File: src/rtl/cpu_mem_pkg.sv
// Shared memory-port scheduler types: IorD codes, FSM states, owners.
// Imported by the scheduler, its interface users and its counter.
package cpu_mem_pkg;

    localparam logic [2:0] IORD_PC  = 3'b000;
    localparam logic [2:0] IORD_EXC = 3'b001;
    localparam logic [2:0] IORD_ALU = 3'b010;
    localparam logic [2:0] IORD_RES = 3'b011;
    localparam logic [2:0] IORD_B   = 3'b100;

    localparam logic [2:0] OWN_NONE  = 3'b000;
    localparam logic [2:0] OWN_EXC   = 3'b100;
    localparam logic [2:0] OWN_DATA  = 3'b010;
    localparam logic [2:0] OWN_FETCH = 3'b001;

    typedef enum logic [1:0] {
        ST_IDLE,
        ST_ACCESS,
        ST_WAIT,
        ST_DONE
    } sched_state_e;

    function automatic logic sel_legal(input logic [2:0] s);
        return s inside {IORD_ALU, IORD_RES, IORD_B};
    endfunction

endpackage

File: src/rtl/mem_port_sched_if.sv
// Requester/scheduler bundle for the shared memory port.
// slave = scheduler side, master = requester side.
interface mem_port_sched_if;

    logic       req_exc;
    logic       req_data;
    logic       data_we;
    logic [2:0] data_sel;
    logic       req_fetch;
    logic [2:0] iord_sel;
    logic       mem_wr;
    logic [2:0] grant;
    logic       done_exc;
    logic       done_data;
    logic       done_fetch;
    logic       mem_busy;
    logic       sel_err;

    modport slave (
        input  req_exc, req_data, data_we, data_sel, req_fetch,
        output iord_sel, mem_wr, grant,
        output done_exc, done_data, done_fetch,
        output mem_busy, sel_err
    );

    modport master (
        output req_exc, req_data, data_we, data_sel, req_fetch,
        input  iord_sel, mem_wr, grant,
        input  done_exc, done_data, done_fetch,
        input  mem_busy, sel_err
    );

endinterface

File: src/rtl/mem_port_sched_wait_cnt.sv
// Loadable wait-state down-counter; tc flags the last wait cycle.
// Module name mem_wait_cnt, instantiated by mem_port_sched.
module mem_wait_cnt #(
    parameter int CNT_W = 4
) (
    input  logic             clk,
    input  logic             reset_n,
    input  logic             load,
    input  logic [CNT_W-1:0] load_val,
    input  logic             dec,
    output logic             tc
);

    logic [CNT_W-1:0] cnt_q, cnt_d;

    // Load wins over decrement; saturate at zero.
    always_comb begin
        cnt_d = cnt_q;
        if (load) begin
            cnt_d = load_val;
        end else if (dec && cnt_q != '0) begin
            cnt_d = cnt_q - 1'b1;
        end
    end

    // Counter register.
    always_ff @(posedge clk or negedge reset_n) begin
        if (!reset_n) begin
            cnt_q <= '0;
        end else begin
            cnt_q <= cnt_d;
        end
    end

    assign tc = (cnt_q == CNT_W'(1));

endmodule

File: src/rtl/mem_port_sched.sv
// Shared memory-port scheduler: exc > data > fetch, fixed latency.
// MEM_SCHED_RR_EN: data/fetch round-robin behind exc.
module mem_port_sched #(
    parameter int MEM_LAT = 2,
    parameter int CNT_W   = 4
) (
    input logic          clk,
    input logic          reset_n,
    mem_port_sched_if.slave bus
);

    import cpu_mem_pkg::*;

    sched_state_e state_q, state_d;
    logic [2:0]   grant_q, grant_d;
    logic [2:0]   iord_q, iord_d;
    logic [2:0]   done_q, done_d;
    logic         mem_wr_q, mem_wr_d;
    logic         busy_q, busy_d;
    logic         sel_err_q, sel_err_d;
    logic [2:0]   win;
    logic [2:0]   data_code;
    logic         sel_ok;
    logic         pick_fetch;
    logic         cnt_load, cnt_dec, cnt_tc;

`ifdef MEM_SCHED_RR_EN
    logic last_q, last_d;
    assign pick_fetch = last_q;
`else
    assign pick_fetch = 1'b0;
`endif

    assign sel_ok    = sel_legal(bus.data_sel);
    assign data_code = sel_ok ? bus.data_sel : IORD_ALU;

    // Pick the requester that would win this IDLE cycle.
    always_comb begin
        win = OWN_NONE;
        if (bus.req_exc) begin
            win = OWN_EXC;
        end else if (bus.req_data && bus.req_fetch) begin
            win = pick_fetch ? OWN_FETCH : OWN_DATA;
        end else if (bus.req_data) begin
            win = OWN_DATA;
        end else if (bus.req_fetch) begin
            win = OWN_FETCH;
        end
    end

    // Next state plus registered outputs for the coming cycle.
    always_comb begin
        state_d   = state_q;
        grant_d   = grant_q;
        iord_d    = iord_q;
        mem_wr_d  = 1'b0;
        done_d    = 3'b000;
        sel_err_d = 1'b0;
        cnt_load  = 1'b0;
        cnt_dec   = 1'b0;
`ifdef MEM_SCHED_RR_EN
        last_d    = last_q;
`endif
        unique case (state_q)
            ST_IDLE: begin
                if (win != OWN_NONE) begin
                    state_d = ST_ACCESS;
                    grant_d = win;
                    unique case (1'b1)
                        win[2]: iord_d = IORD_EXC;
                        win[1]: begin
                            iord_d    = data_code;
                            mem_wr_d  = bus.data_we;
                            sel_err_d = !sel_ok;
                        end
                        default: iord_d = IORD_PC;
                    endcase
`ifdef MEM_SCHED_RR_EN
                    if (win[1]) last_d = 1'b1;
                    if (win[0]) last_d = 1'b0;
`endif
                end
            end
            ST_ACCESS: begin
                cnt_load = 1'b1;
                if (MEM_LAT > 1) begin
                    state_d = ST_WAIT;
                end else begin
                    state_d = ST_DONE;
                    done_d  = grant_q;
                end
            end
            ST_WAIT: begin
                cnt_dec = 1'b1;
                if (cnt_tc) begin
                    state_d = ST_DONE;
                    done_d  = grant_q;
                end
            end
            ST_DONE: begin
                state_d = ST_IDLE;
                grant_d = OWN_NONE;
            end
            default: state_d = ST_IDLE;
        endcase
        busy_d = (state_d != ST_IDLE);
    end

    // State and output registers.
    always_ff @(posedge clk or negedge reset_n) begin
        if (!reset_n) begin
            state_q   <= ST_IDLE;
            grant_q   <= OWN_NONE;
            iord_q    <= IORD_PC;
            done_q    <= 3'b000;
            mem_wr_q  <= 1'b0;
            busy_q    <= 1'b0;
            sel_err_q <= 1'b0;
        end else begin
            state_q   <= state_d;
            grant_q   <= grant_d;
            iord_q    <= iord_d;
            done_q    <= done_d;
            mem_wr_q  <= mem_wr_d;
            busy_q    <= busy_d;
            sel_err_q <= sel_err_d;
        end
    end

`ifdef MEM_SCHED_RR_EN
    // Last data/fetch winner; 0 = fetch.
    always_ff @(posedge clk or negedge reset_n) begin
        if (!reset_n) begin
            last_q <= 1'b0;
        end else begin
            last_q <= last_d;
        end
    end
`endif

    mem_wait_cnt #(.CNT_W(CNT_W)) u_wait_cnt (
        .clk      (clk),
        .reset_n  (reset_n),
        .load     (cnt_load),
        .load_val (CNT_W'(MEM_LAT - 1)),
        .dec      (cnt_dec),
        .tc       (cnt_tc)
    );

    assign bus.grant      = grant_q;
    assign bus.iord_sel   = iord_q;
    assign bus.mem_wr     = mem_wr_q;
    assign bus.done_exc   = done_q[2];
    assign bus.done_data  = done_q[1];
    assign bus.done_fetch = done_q[0];
    assign bus.mem_busy   = busy_q;
    assign bus.sel_err    = sel_err_q;

endmodule

File: src/flat_wrapper.sv
// flat-port wrapper written by rule: the top's interface ports become plain ports
module mem_port_sched_flat import cpu_mem_pkg::*;
#(
    parameter int MEM_LAT = 2,
    parameter int CNT_W   = 4
)
  (clk, reset_n, bus_req_exc, bus_req_data, bus_data_we, bus_data_sel, bus_req_fetch, bus_iord_sel, bus_mem_wr, bus_grant, bus_done_exc, bus_done_data, bus_done_fetch, bus_mem_busy, bus_sel_err);
  mem_port_sched_if bus_i ();
  input logic clk;
  input logic reset_n;
  input wire logic [$bits(bus_i.req_exc)-1:0] bus_req_exc;
  input wire logic [$bits(bus_i.req_data)-1:0] bus_req_data;
  input wire logic [$bits(bus_i.data_we)-1:0] bus_data_we;
  input wire logic [$bits(bus_i.data_sel)-1:0] bus_data_sel;
  input wire logic [$bits(bus_i.req_fetch)-1:0] bus_req_fetch;
  output wire logic [$bits(bus_i.iord_sel)-1:0] bus_iord_sel;
  output wire logic [$bits(bus_i.mem_wr)-1:0] bus_mem_wr;
  output wire logic [$bits(bus_i.grant)-1:0] bus_grant;
  output wire logic [$bits(bus_i.done_exc)-1:0] bus_done_exc;
  output wire logic [$bits(bus_i.done_data)-1:0] bus_done_data;
  output wire logic [$bits(bus_i.done_fetch)-1:0] bus_done_fetch;
  output wire logic [$bits(bus_i.mem_busy)-1:0] bus_mem_busy;
  output wire logic [$bits(bus_i.sel_err)-1:0] bus_sel_err;
  assign bus_i.req_exc = bus_req_exc;
  assign bus_i.req_data = bus_req_data;
  assign bus_i.data_we = bus_data_we;
  assign bus_i.data_sel = bus_data_sel;
  assign bus_i.req_fetch = bus_req_fetch;
  assign bus_iord_sel = bus_i.iord_sel;
  assign bus_mem_wr = bus_i.mem_wr;
  assign bus_grant = bus_i.grant;
  assign bus_done_exc = bus_i.done_exc;
  assign bus_done_data = bus_i.done_data;
  assign bus_done_fetch = bus_i.done_fetch;
  assign bus_mem_busy = bus_i.mem_busy;
  assign bus_sel_err = bus_i.sel_err;
  mem_port_sched #(.MEM_LAT(MEM_LAT), .CNT_W(CNT_W)) u_core (.clk(clk), .reset_n(reset_n), .bus(bus_i));
endmodule
File: config.mk
export PLATFORM = sky130hd
export DESIGN_NAME = mem_port_sched_flat
export DESIGN_NICKNAME = d
export VERILOG_FILES = /design/src/rtl/cpu_mem_pkg.sv /design/src/rtl/mem_port_sched_if.sv /design/src/rtl/mem_port_sched_wait_cnt.sv /design/src/rtl/mem_port_sched.sv /design/src/flat_wrapper.sv
export SDC_FILE = /design/constraint.sdc
export NUM_CORES = 1
export LEC_CHECK = 0
export BUFFER_PORTS_ARGS = -buffer_cell sky130_fd_sc_hd__buf_4
export CAP_MARGIN = 10
export CORE_ASPECT_RATIO = 0.8
export CORE_MARGIN = 2
export CORE_UTILIZATION = 49
export DETAILED_ROUTE_END_ITERATION = 10
export PLACE_DENSITY_LB_ADDON = 0.08
export SLEW_MARGIN = 40
export SYNTH_ARGS = -nofsm -noshare
export SYNTH_HDL_FRONTEND = slang
export SYNTH_SLANG_ARGS = --single-unit
File: constraint.sdc
create_clock -name clk -period 1.7 [get_ports clk]
set_clock_uncertainty 0.2 [all_clocks]
set_input_delay 0.34 -clock clk [delete_from_list [all_inputs] [get_ports clk]]
set_output_delay 0.34 -clock clk [all_outputs]
set_load 0.005 [all_outputs]
==> flow_metrics.tcl, run 1 <==
set metrics [dict create \
    cts_tree "yes" \
    rows 13 \
    synth-seq-cells 18 \
    gr-total-overflow 0 \
    seq_area_um2 452 \
    clk_pin_slew_ps 90 \
    die-height_um 42.7 \
    place_ws_ps -0.230 \
    p_per_area_nw_per_um2 1560 \
    syn_avg_cell_area_um2 10.4 \
    worst_slew_margin_rel_pct 78.4 \
    cts_root_buf "clkbuf_4" \
    max_freq_mhz 615 \
    htree_levels 1 \
    setup_slack_ps 73.4 \
    diodes 0 \
    outcome "finished, final reports clean" \
    endpoint "u_core.u_wait_cnt.cnt_q[1]$_DFFE_PN0P_" \
    hold_class "in2reg" \
    crit_type "reg2reg" \
    drt-wirelength-per-cell_um 12.8 \
    clock-sinks 18 \
    drtPass1Iterations 2 \
    hold_viol_final 0 \
    reg2reg_from "u_core.state_q[0]$_DFF_PN0_" \
    vias_per_cell 5.09 \
    vdd_drop_max_mv 1.31 \
    crit_fanout 6 \
    die_x_um 52.3 \
    leakage_nw 0.563 \
    nets 129 \
    yosysSeqAreaShare_pct 49.2 \
    drt_iter0_markers 8 \
    min_period_ps 1630 \
    layout_common_cells "buf_4 (22), dfrtp_1 (17), nor2_1 (9)" \
    grt_util_all_layers_pct 17.9 \
    worstSetupStartpointType "flop" \
    cp-end-kind "flop" \
    reg2reg_slack_ps 70 \
    crit_chain "inv_1, ha_2, a21boi_2, mux2_1" \
    yosysUniqueCellTypes 34 \
    start_util_pct 54.1 \
    cp-startpoint "u_core.state_q[0]$_DFF_PN0_" \
    io_buffers 20 \
    routabilityCongestion 0.772 \
    total_power_mw 1.81 \
    antenna_found_initial 0 \
    yosys_warnings 0 \
    final_common_cell "buf_4" \
    reg2reg_to "u_core.u_wait_cnt.cnt_q[1]$_DFFE_PN0P_" \
    hpwl_um 1280 \
    min_path_cells 2 \
    clk_latency_ps 290 \
    worstPathArrival_ps 1600 \
    synth_cells 88 \
    area_delta_synth_final_pct 26.8 \
    cpPeakStageDelay_ps 420 \
    postPlaceCellArea_um2 1090 \
    fin_util_pct 68.6 \
    grt_setup_unrepaired "no" \
    syn_nets 103 \
    ant_nets 0 \
    cts_buffers 3 \
    drive_gt1_share_pct 30.1 \
    tns_ps 0 \
    wl_um 1730 \
    core_area_um2 1690 \
    crit_slowest_cell "dfrtp_1" \
    grt_pass1_wl_um 2950 \
    cts_setup_buffers 0 \
    setup-violations-final 0 \
    drc_errors 0 \
    n_fill_cell 137 \
    grt_pass1_vias 686 \
    die_area_um2 2230 \
    syn_area_um2 916 \
    crit_required_ps 1680 \
    grt_max_degree 19 \
    min_period_over_period_pct 95.7 \
    multi_input_area_um2 444 \
    tightest_slew_ps 323 \
    drv_cap 0 \
    clk_path_buf_depth 2 \
    rr_worst_depth 4 \
    num_vias 687 \
    maxSlewViolCount 0 \
    ioPinCount 21 \
    final_area_um2 1160 \
]
==> state kept, by name (all words and copies together), names as in the netlist <==
register / count
u_core.bus.grant: 3
u_core.bus.iord_sel: 3
u_core.bus.mem_busy: 1
u_core.bus.mem_wr: 1
u_core.bus.sel_err: 1
u_core.done_q: 3
u_core.state_q: 2
u_core.u_wait_cnt.cnt_q: 4
==> worst max-delay path, delay by kind of cell (launching register included) <==
family	cells	cell delay [ps]
fa+ha+maj	1	230
mux	1	330
buf+inv	1	100
compound gates	1	230
flops	1	420
==> what timing repair did <==
item,4_1_cts,5_1_grt
cloned,0,0
endpoints found under the setup margin,1,3
gates resized for setup,1,4
hold buffers,1,0
endpoints found under the hold margin,18,0
==> metal layers <==
metal | vias to the layer above | global-route usage [%] | share of wire, %
met5 | - | 0 | 0
met4 | 0 | 3.08 | 0
met3 | 0 | 7.39 | 5.7
met2 | 17 | 25.8 | 44
met1 | 317 | 25.6 | 51
li1 | 353 | - | -
==> Yosys cell counts <==
cell | number | share of area [%]
and2b_1 | 1 | 0.82
nor4b_2 | 1 | 1.6
nand3b_1 | 2 | 1.6
nor4b_1 | 1 | 0.96
a21oi_2 | 1 | 0.96
buf_6 | 1 | 1.2
o21ai_2 | 1 | 0.96
nor2_1 | 9 | 3.7
mux2i_1 | 2 | 2.2
and2_1 | 3 | 2.0
a31oi_1 | 1 | 0.68
and3_1 | 1 | 0.68
o31ai_1 | 1 | 0.82
a21boi_1 | 1 | 0.82
o22ai_1 | 1 | 0.68
buf_2 | 1 | 0.55
a21oi_1 | 4 | 2.2
inv_1 | 7 | 2.9
nand3_1 | 1 | 0.55
a31o_1 | 1 | 0.96
nand2b_1 | 1 | 0.68
nor2b_1 | 1 | 0.68
dfrtp_1 | 18 | 49
o2bb2ai_1 | 1 | 0.96
ha_1 | 6 | 8.2
nand4_1 | 1 | 0.68
o21ai_1 | 2 | 1.1
nand4b_1 | 1 | 0.96
and4bb_1 | 1 | 1.4
nand2_1 | 8 | 3.3
mux2_1 | 1 | 1.2
o21ai_0 | 2 | 1.1
nor3b_1 | 3 | 2.5
or4_4 | 1 | 1.2
==> cell type report <==
type | instances | area share, %
clock buffer | 4 | 3.13
multi-input combinational | 61 | 38.3
tap | 22 | 2.37
inverter | 7 | 2.26
timing repair buffer | 23 | 15.1
sequential | 18 | 38.9
==> cell families (layout without fill, tap and decap cells) <==
logic type | count (synthesis) | after routing | share of synthesized area, %
AO/OA/AOI/OAI | 16 | 16 | 11.2
adder cells (fa/ha/maj) | 6 | 6 | 8.20
buffers and inverters | 9 | 34 | 4.64
flip-flops | 18 | 18 | 49.2
multiplexers | 3 | 3 | 3.42
AND/OR/NAND/NOR | 36 | 36 | 23.4
==> how the worst min path moves through the flow <==
stage | startpoint | to | slack (ps)
finish | bus_data_sel[1] | u_core.bus.sel_err$_DFF_PN0_ | 30
global route | bus_data_sel[1] | u_core.bus.sel_err$_DFF_PN0_ | 7
CTS | bus_data_sel[1] | u_core.bus.sel_err$_DFF_PN0_ | 20
detailed placement | reset_n | u_core.u_wait_cnt.cnt_q[3]$_DFFE_PN0P_ | 20
global placement | reset_n | u_core.u_wait_cnt.cnt_q[3]$_DFFE_PN0P_ | 20
floorplan | reset_n | u_core.bus.grant[0]$_DFFE_PN0P_ | -160
==> stage by stage <==
stage	std cells	hold slack, ps
finish	135	27.6
global route	135	6.68
CTS	135	16.4
detailed placement	130	20.8
global placement	130	20.5
floorplan	88	-156
==> power breakdown <==
group          switching, mW  total [mW]  internal (mW)
combinational          0.421       0.844          0.423
sequential             0.133       0.711          0.577
clock                  0.126       0.256          0.130
total                  0.681        1.81           1.13
No activity file was read; power rests on OpenSTA's default activity.
==> run 2: changes to the inputs <==
CORE_MARGIN = unset   (was 2)
==> run 2 against run 1 <==
Against the previous run: non-clock buffer count decreased by 1; clock-buffer cell count unchanged; critical path depth unchanged; final cell count decreased by 0.74%; combinational power decreased by 0.9%; maximum frequency decreased by 0.87%; sequential share of layout area increased by 0.10 points; critical path type unchanged.
==> flow_metrics.tcl, run 2 (synthesis results as in run 1) <==
set metrics [dict create \
    outcome "finished, final reports clean" \
    routabilityCongestion 0.788 \
    max_freq_mhz 609 \
    hold_start "bus_data_sel[1]" \
    min_period_over_period_pct 96.5 \
    ioPinCount 21 \
    cts_buffers 3 \
    hold_class "in2reg" \
    clk_latency_ps 290 \
    grt_pass1_vias 584 \
    area_delta_synth_final_pct 26.1 \
    grt_util_all_layers_pct 19.2 \
    layout_common_cells "buf_4 (21), dfrtp_1 (18), nor2_1 (9)" \
    drv_cap 0 \
    postPlaceCellArea_um2 1080 \
    place_inst 129 \
    die_area_um2 2050 \
    clk_path_buf_depth 2 \
    io_buffers 20 \
    worst_slew_margin_rel_pct 78.5 \
    rows 13 \
    p_per_area_nw_per_um2 1560 \
    total_power_mw 1.80 \
    antenna_found_initial 0 \
    crit_fanout 4 \
    grt_setup_unrepaired "no" \
    hold_viol_final 0 \
    num_vias 708 \
    drc_errors 0 \
    cts_setup_buffers 0 \
    drt-wirelength-per-cell_um 12.9 \
    start_util_pct 54.1 \
    cts_tree "yes" \
    tns_ps 0 \
    wl_um 1730 \
    grt_pass1_wl_um 2680 \
    drt_iter0_markers 9 \
    gr-total-overflow 0 \
    cp-startpoint "u_core.u_wait_cnt.cnt_q[0]$_DFFE_PN0P_" \
    leakage_nw 0.557 \
    core_area_um2 1690 \
    largest_reg_flops 4 \
    drtPass1Iterations 4 \
    worstSetupStartpointType "flop" \
    final_common_cell "buf_4" \
    hpwl_um 1330 \
    grt_max_degree 19 \
    ant_nets 0 \
    diodes 0 \
    die_x_um 50.3 \
    die-height_um 40.7 \
    vdd_drop_max_mv 1.15 \
    worstPathArrival_ps 1630 \
    nets 128 \
    final_cells 134 \
    setup-violations-final 0 \
    clk_pin_slew_ps 90 \
    tightest_slew_ps 321 \
    crit_type "reg2reg" \
    reg2reg_from "u_core.u_wait_cnt.cnt_q[0]$_DFFE_PN0P_" \
    drive_gt1_share_pct 29.5 \
    cts_root_buf "clkbuf_4" \
    crit_required_ps 1690 \
    vias_per_cell 5.28 \
    cp-end-kind "flop" \
    clock-sinks 18 \
    min_period_ps 1640 \
    htree_levels 1 \
    maxSlewViolCount 0 \
    final_area_um2 1150 \
    top_register "u_core.u_wait_cnt.cnt_q" \
]
run 2: power breakdown:
part / switching, mW / leakage (nW) / internal (mW) / total, mW
clock network: 0.124 / 0.0210 / 0.131 / 0.255
registers: 0.132 / 0.232 / 0.576 / 0.707
logic: 0.417 / 0.304 / 0.419 / 0.836
total: 0.672 / 0.557 / 1.13 / 1.80
run 2: timing repair:
action / CTS / global route
hold buffers: 1 / 0
endpoints found under the setup margin: 0 / 3
resized for setup: 0 / 5
hold endpoints to repair: 18 / 0
run 2: path summary, 6_finish.rpt:
kind                            cells after the start  slack [ps]                                      to
worst max-delay path                                4          60  u_core.u_wait_cnt.cnt_q[1]$_DFFE_PN0P_
worst min-delay path                                2          20            u_core.bus.sel_err$_DFF_PN0_
worst max register to register                      4          60  u_core.u_wait_cnt.cnt_q[1]$_DFFE_PN0P_
worst min register to register                      2         330      u_core.bus.iord_sel[1]$_DFFE_PN0P_
max in group asynchronous                           2         870             u_core.bus.mem_wr$_DFF_PN0_
min in group asynchronous                           2         240  u_core.u_wait_cnt.cnt_q[3]$_DFFE_PN0P_
run 2: layout make-up:
cell class | instances | area (µm²)
inverters | 7 | 26.3
multi-input cells | 61 | 447
repair buffers | 22 | 168
fillers | 154 | 537
clock buffers | 4 | 36.3
well taps | 22 | 27.5
flip-flops and latches | 18 | 450
run 2: metal layers:
| layer | wire, µm | vias to the layer above | global-route usage [%] |
|---|---|---|---|
| met2 | 772 | 23 | 30.0 |
| met3 | 99 | 4 | 6.67 |
| met5 | 0 | - | 0 |
| li1 | - | 353 | - |
| met4 | 23 | 0 | 8.33 |
| met1 | 832 | 328 | 24.8 |
run 2: critical path, cell delays in order (launching register included):
cell and delay (ps):
dfrtp_1 440, inv_1 100, ha_1 270, a21boi_2 190
mux2_1 330
run 2: per-stage QoR:
step	worst slack [ps]	hold slack [ps]	util [%]
global placement	89.9	19.5	64.1
CTS	31.3	13.2	66.9
finish	59.1	22.2	68.3
global route	1.75	12.9	68.3
floorplan	138	-156	-
detailed placement	47.9	21.7	64.1
==> run 3: changes to the inputs <==
CORE_UTILIZATION = 45   (was 49)
==> run 3 against run 2 <==
Against the previous run: first-iteration DRC count up 33%; global-route usage shrank 0.67 points; flip-flop and latch count did not move; power fell by 3.0%; hold slack improved by 22 ps; via count is 0.85% higher; combinational power shrank 5.4%.
==> flow_metrics.tcl, run 3 (synthesis results as in run 1) <==
set metrics [dict create \
    final_area_um2 1140 \
    area_delta_synth_final_pct 24.2 \
    die_x_um 52.4 \
    reg2reg_slack_ps 60 \
    min_period_over_period_pct 96.2 \
    grt_pass1_vias 715 \
    top_register "u_core.u_wait_cnt.cnt_q" \
    hold_viol_final 0 \
    ioPinCount 21 \
    gr-total-overflow 0 \
    tightest_slew_ps 270 \
    htree_levels 1 \
    setup-violations-final 0 \
    rr_worst_depth 4 \
    hold_class "in2reg" \
    io_buffers 20 \
    cts_tree "yes" \
    worstSetupStartpointType "flop" \
    drt-wirelength-per-cell_um 12.5 \
    leakage_nw 0.555 \
    nets 128 \
    wl_um 1690 \
    grt_max_degree 19 \
    worst_slew_margin_rel_pct 82.0 \
    crit_fanout 6 \
    clock-sinks 18 \
    worstPathArrival_ps 1620 \
    drc_errors 0 \
    reg2reg_from "u_core.state_q[0]$_DFF_PN0_" \
    start_util_pct 48.4 \
    cts_buffers 3 \
    postPlaceCellArea_um2 1090 \
    fin_util_pct 60.1 \
    grt_util_all_layers_pct 18.6 \
    total_power_mw 1.74 \
    die-height_um 42.4 \
    crit_type "reg2reg" \
    final_common_cell "buf_4" \
    num_vias 714 \
    grt_setup_unrepaired "yes" \
    cts_root_buf "clkbuf_4" \
    rows 14 \
    min_to "u_core.bus.sel_err$_DFF_PN0_" \
    drtPass1Iterations 4 \
    outcome "finished, final reports clean" \
    reg2reg_to "u_core.u_wait_cnt.cnt_q[1]$_DFFE_PN0P_" \
    drt_iter0_markers 12 \
    layout_common_cells "buf_4 (21), dfrtp_1 (18), nor2_1 (9)" \
    p_per_area_nw_per_um2 1530 \
    die_area_um2 2220 \
    largest_reg_flops 4 \
    min_path_cells 2 \
    ant_nets 0 \
    hold_start "bus_data_sel[1]" \
    drive_gt1_share_pct 26.8 \
    clk_latency_ps 290 \
    min_period_ps 1640 \
    clk_pin_slew_ps 100 \
    drv_cap 0 \
    vias_per_cell 5.25 \
    cp-end-kind "flop" \
    grt_pass1_wl_um 2990 \
    vdd_drop_max_mv 0.976 \
    crit_required_ps 1680 \
    hpwl_um 1250 \
    max_freq_mhz 611 \
    antenna_found_initial 0 \
    clk_path_buf_depth 2 \
    cts_setup_buffers 0 \
    diodes 0 \
    core_area_um2 1890 \
    maxSlewViolCount 0 \
    routabilityCongestion 0.807 \
]
==> run 3: changes by cell type in the layout (fill, tap and decap cells not counted) <==
cell and delta:
o2bb2ai_2 -1, ha_2 -2, nor4b_2 +1, o2bb2ai_1 +1
ha_1 +2, nor4b_4 -1
==> run 3: power by group <==
| group | switching (mW) | leakage (nW) | internal [mW] |
|---|---|---|---|
| sequential | 0.125 | 0.232 | 0.576 |
| clock | 0.123 | 0.0210 | 0.130 |
| combinational | 0.398 | 0.302 | 0.392 |
| total | 0.646 | 0.555 | 1.10 |
==> run 3: final cells by class <==
| cell class | count | area [µm²] |
|---|---|---|
| Inverter | 7 | 26.3 |
| Multi-Input combinational cell | 61 | 427 |
| Fill cell | 170 | 754 |
| Sequential cell | 18 | 450 |
| Clock buffer | 4 | 36.3 |
| Timing Repair Buffer | 22 | 168 |
| Tap cell | 24 | 30.0 |
==> run 3: how the worst max path moves through the flow <==
stage          slack [ps]  depth (start not counted)                                      to                        start
2_1_floorplan         140                          4  u_core.u_wait_cnt.cnt_q[1]$_DFFE_PN0P_  u_core.state_q[0]$_DFF_PN0_
3_3_place_gp           90                          4  u_core.u_wait_cnt.cnt_q[1]$_DFFE_PN0P_  u_core.state_q[0]$_DFF_PN0_
3_5_place_dp           10                          4  u_core.u_wait_cnt.cnt_q[1]$_DFFE_PN0P_  u_core.state_q[0]$_DFF_PN0_
4_1_cts                 1                          4  u_core.u_wait_cnt.cnt_q[1]$_DFFE_PN0P_  u_core.state_q[0]$_DFF_PN0_
5_1_grt                -6                          5           u_core.bus.mem_busy$_DFF_PN0_  u_core.state_q[0]$_DFF_PN0_
6_report               60                          4  u_core.u_wait_cnt.cnt_q[1]$_DFFE_PN0P_  u_core.state_q[0]$_DFF_PN0_
==> run 3: what timing repair did <==
item                                    CTS  global route
resized for setup                         0             1
endpoints found under the hold margin    18             0
endpoints found under the setup margin    0             3
hold buffers                              1             0
==> run 3: stage by stage <==
stage,instances,hold WS [ps],TNS (ps),setup slack [ps]
after global placement,131,18.2,0,85.6
after global routing,136,28.1,-7.16,-6.39
after CTS,136,30.2,0,1.03
final,136,44.7,0,63.8
after detailed placement,131,20.7,0,13.3
after floorplan,88,-156,0,138
==> run 3: routing by layer <==
metal	global-route usage (%)	vias to the layer above	share of wire (%)
met1	25.0	348	51
li1	-	350	-
met5	0	-	0
met2	28.4	14	43
met4	4.74	0	0.77
met3	6.52	2	4.8
==> run 3: worst max-delay path, stage by stage (launching register included) <==
cell      delay, ps
dfrtp_1         420
inv_1           100
ha_1            240
a21boi_2        230
mux2_1          340
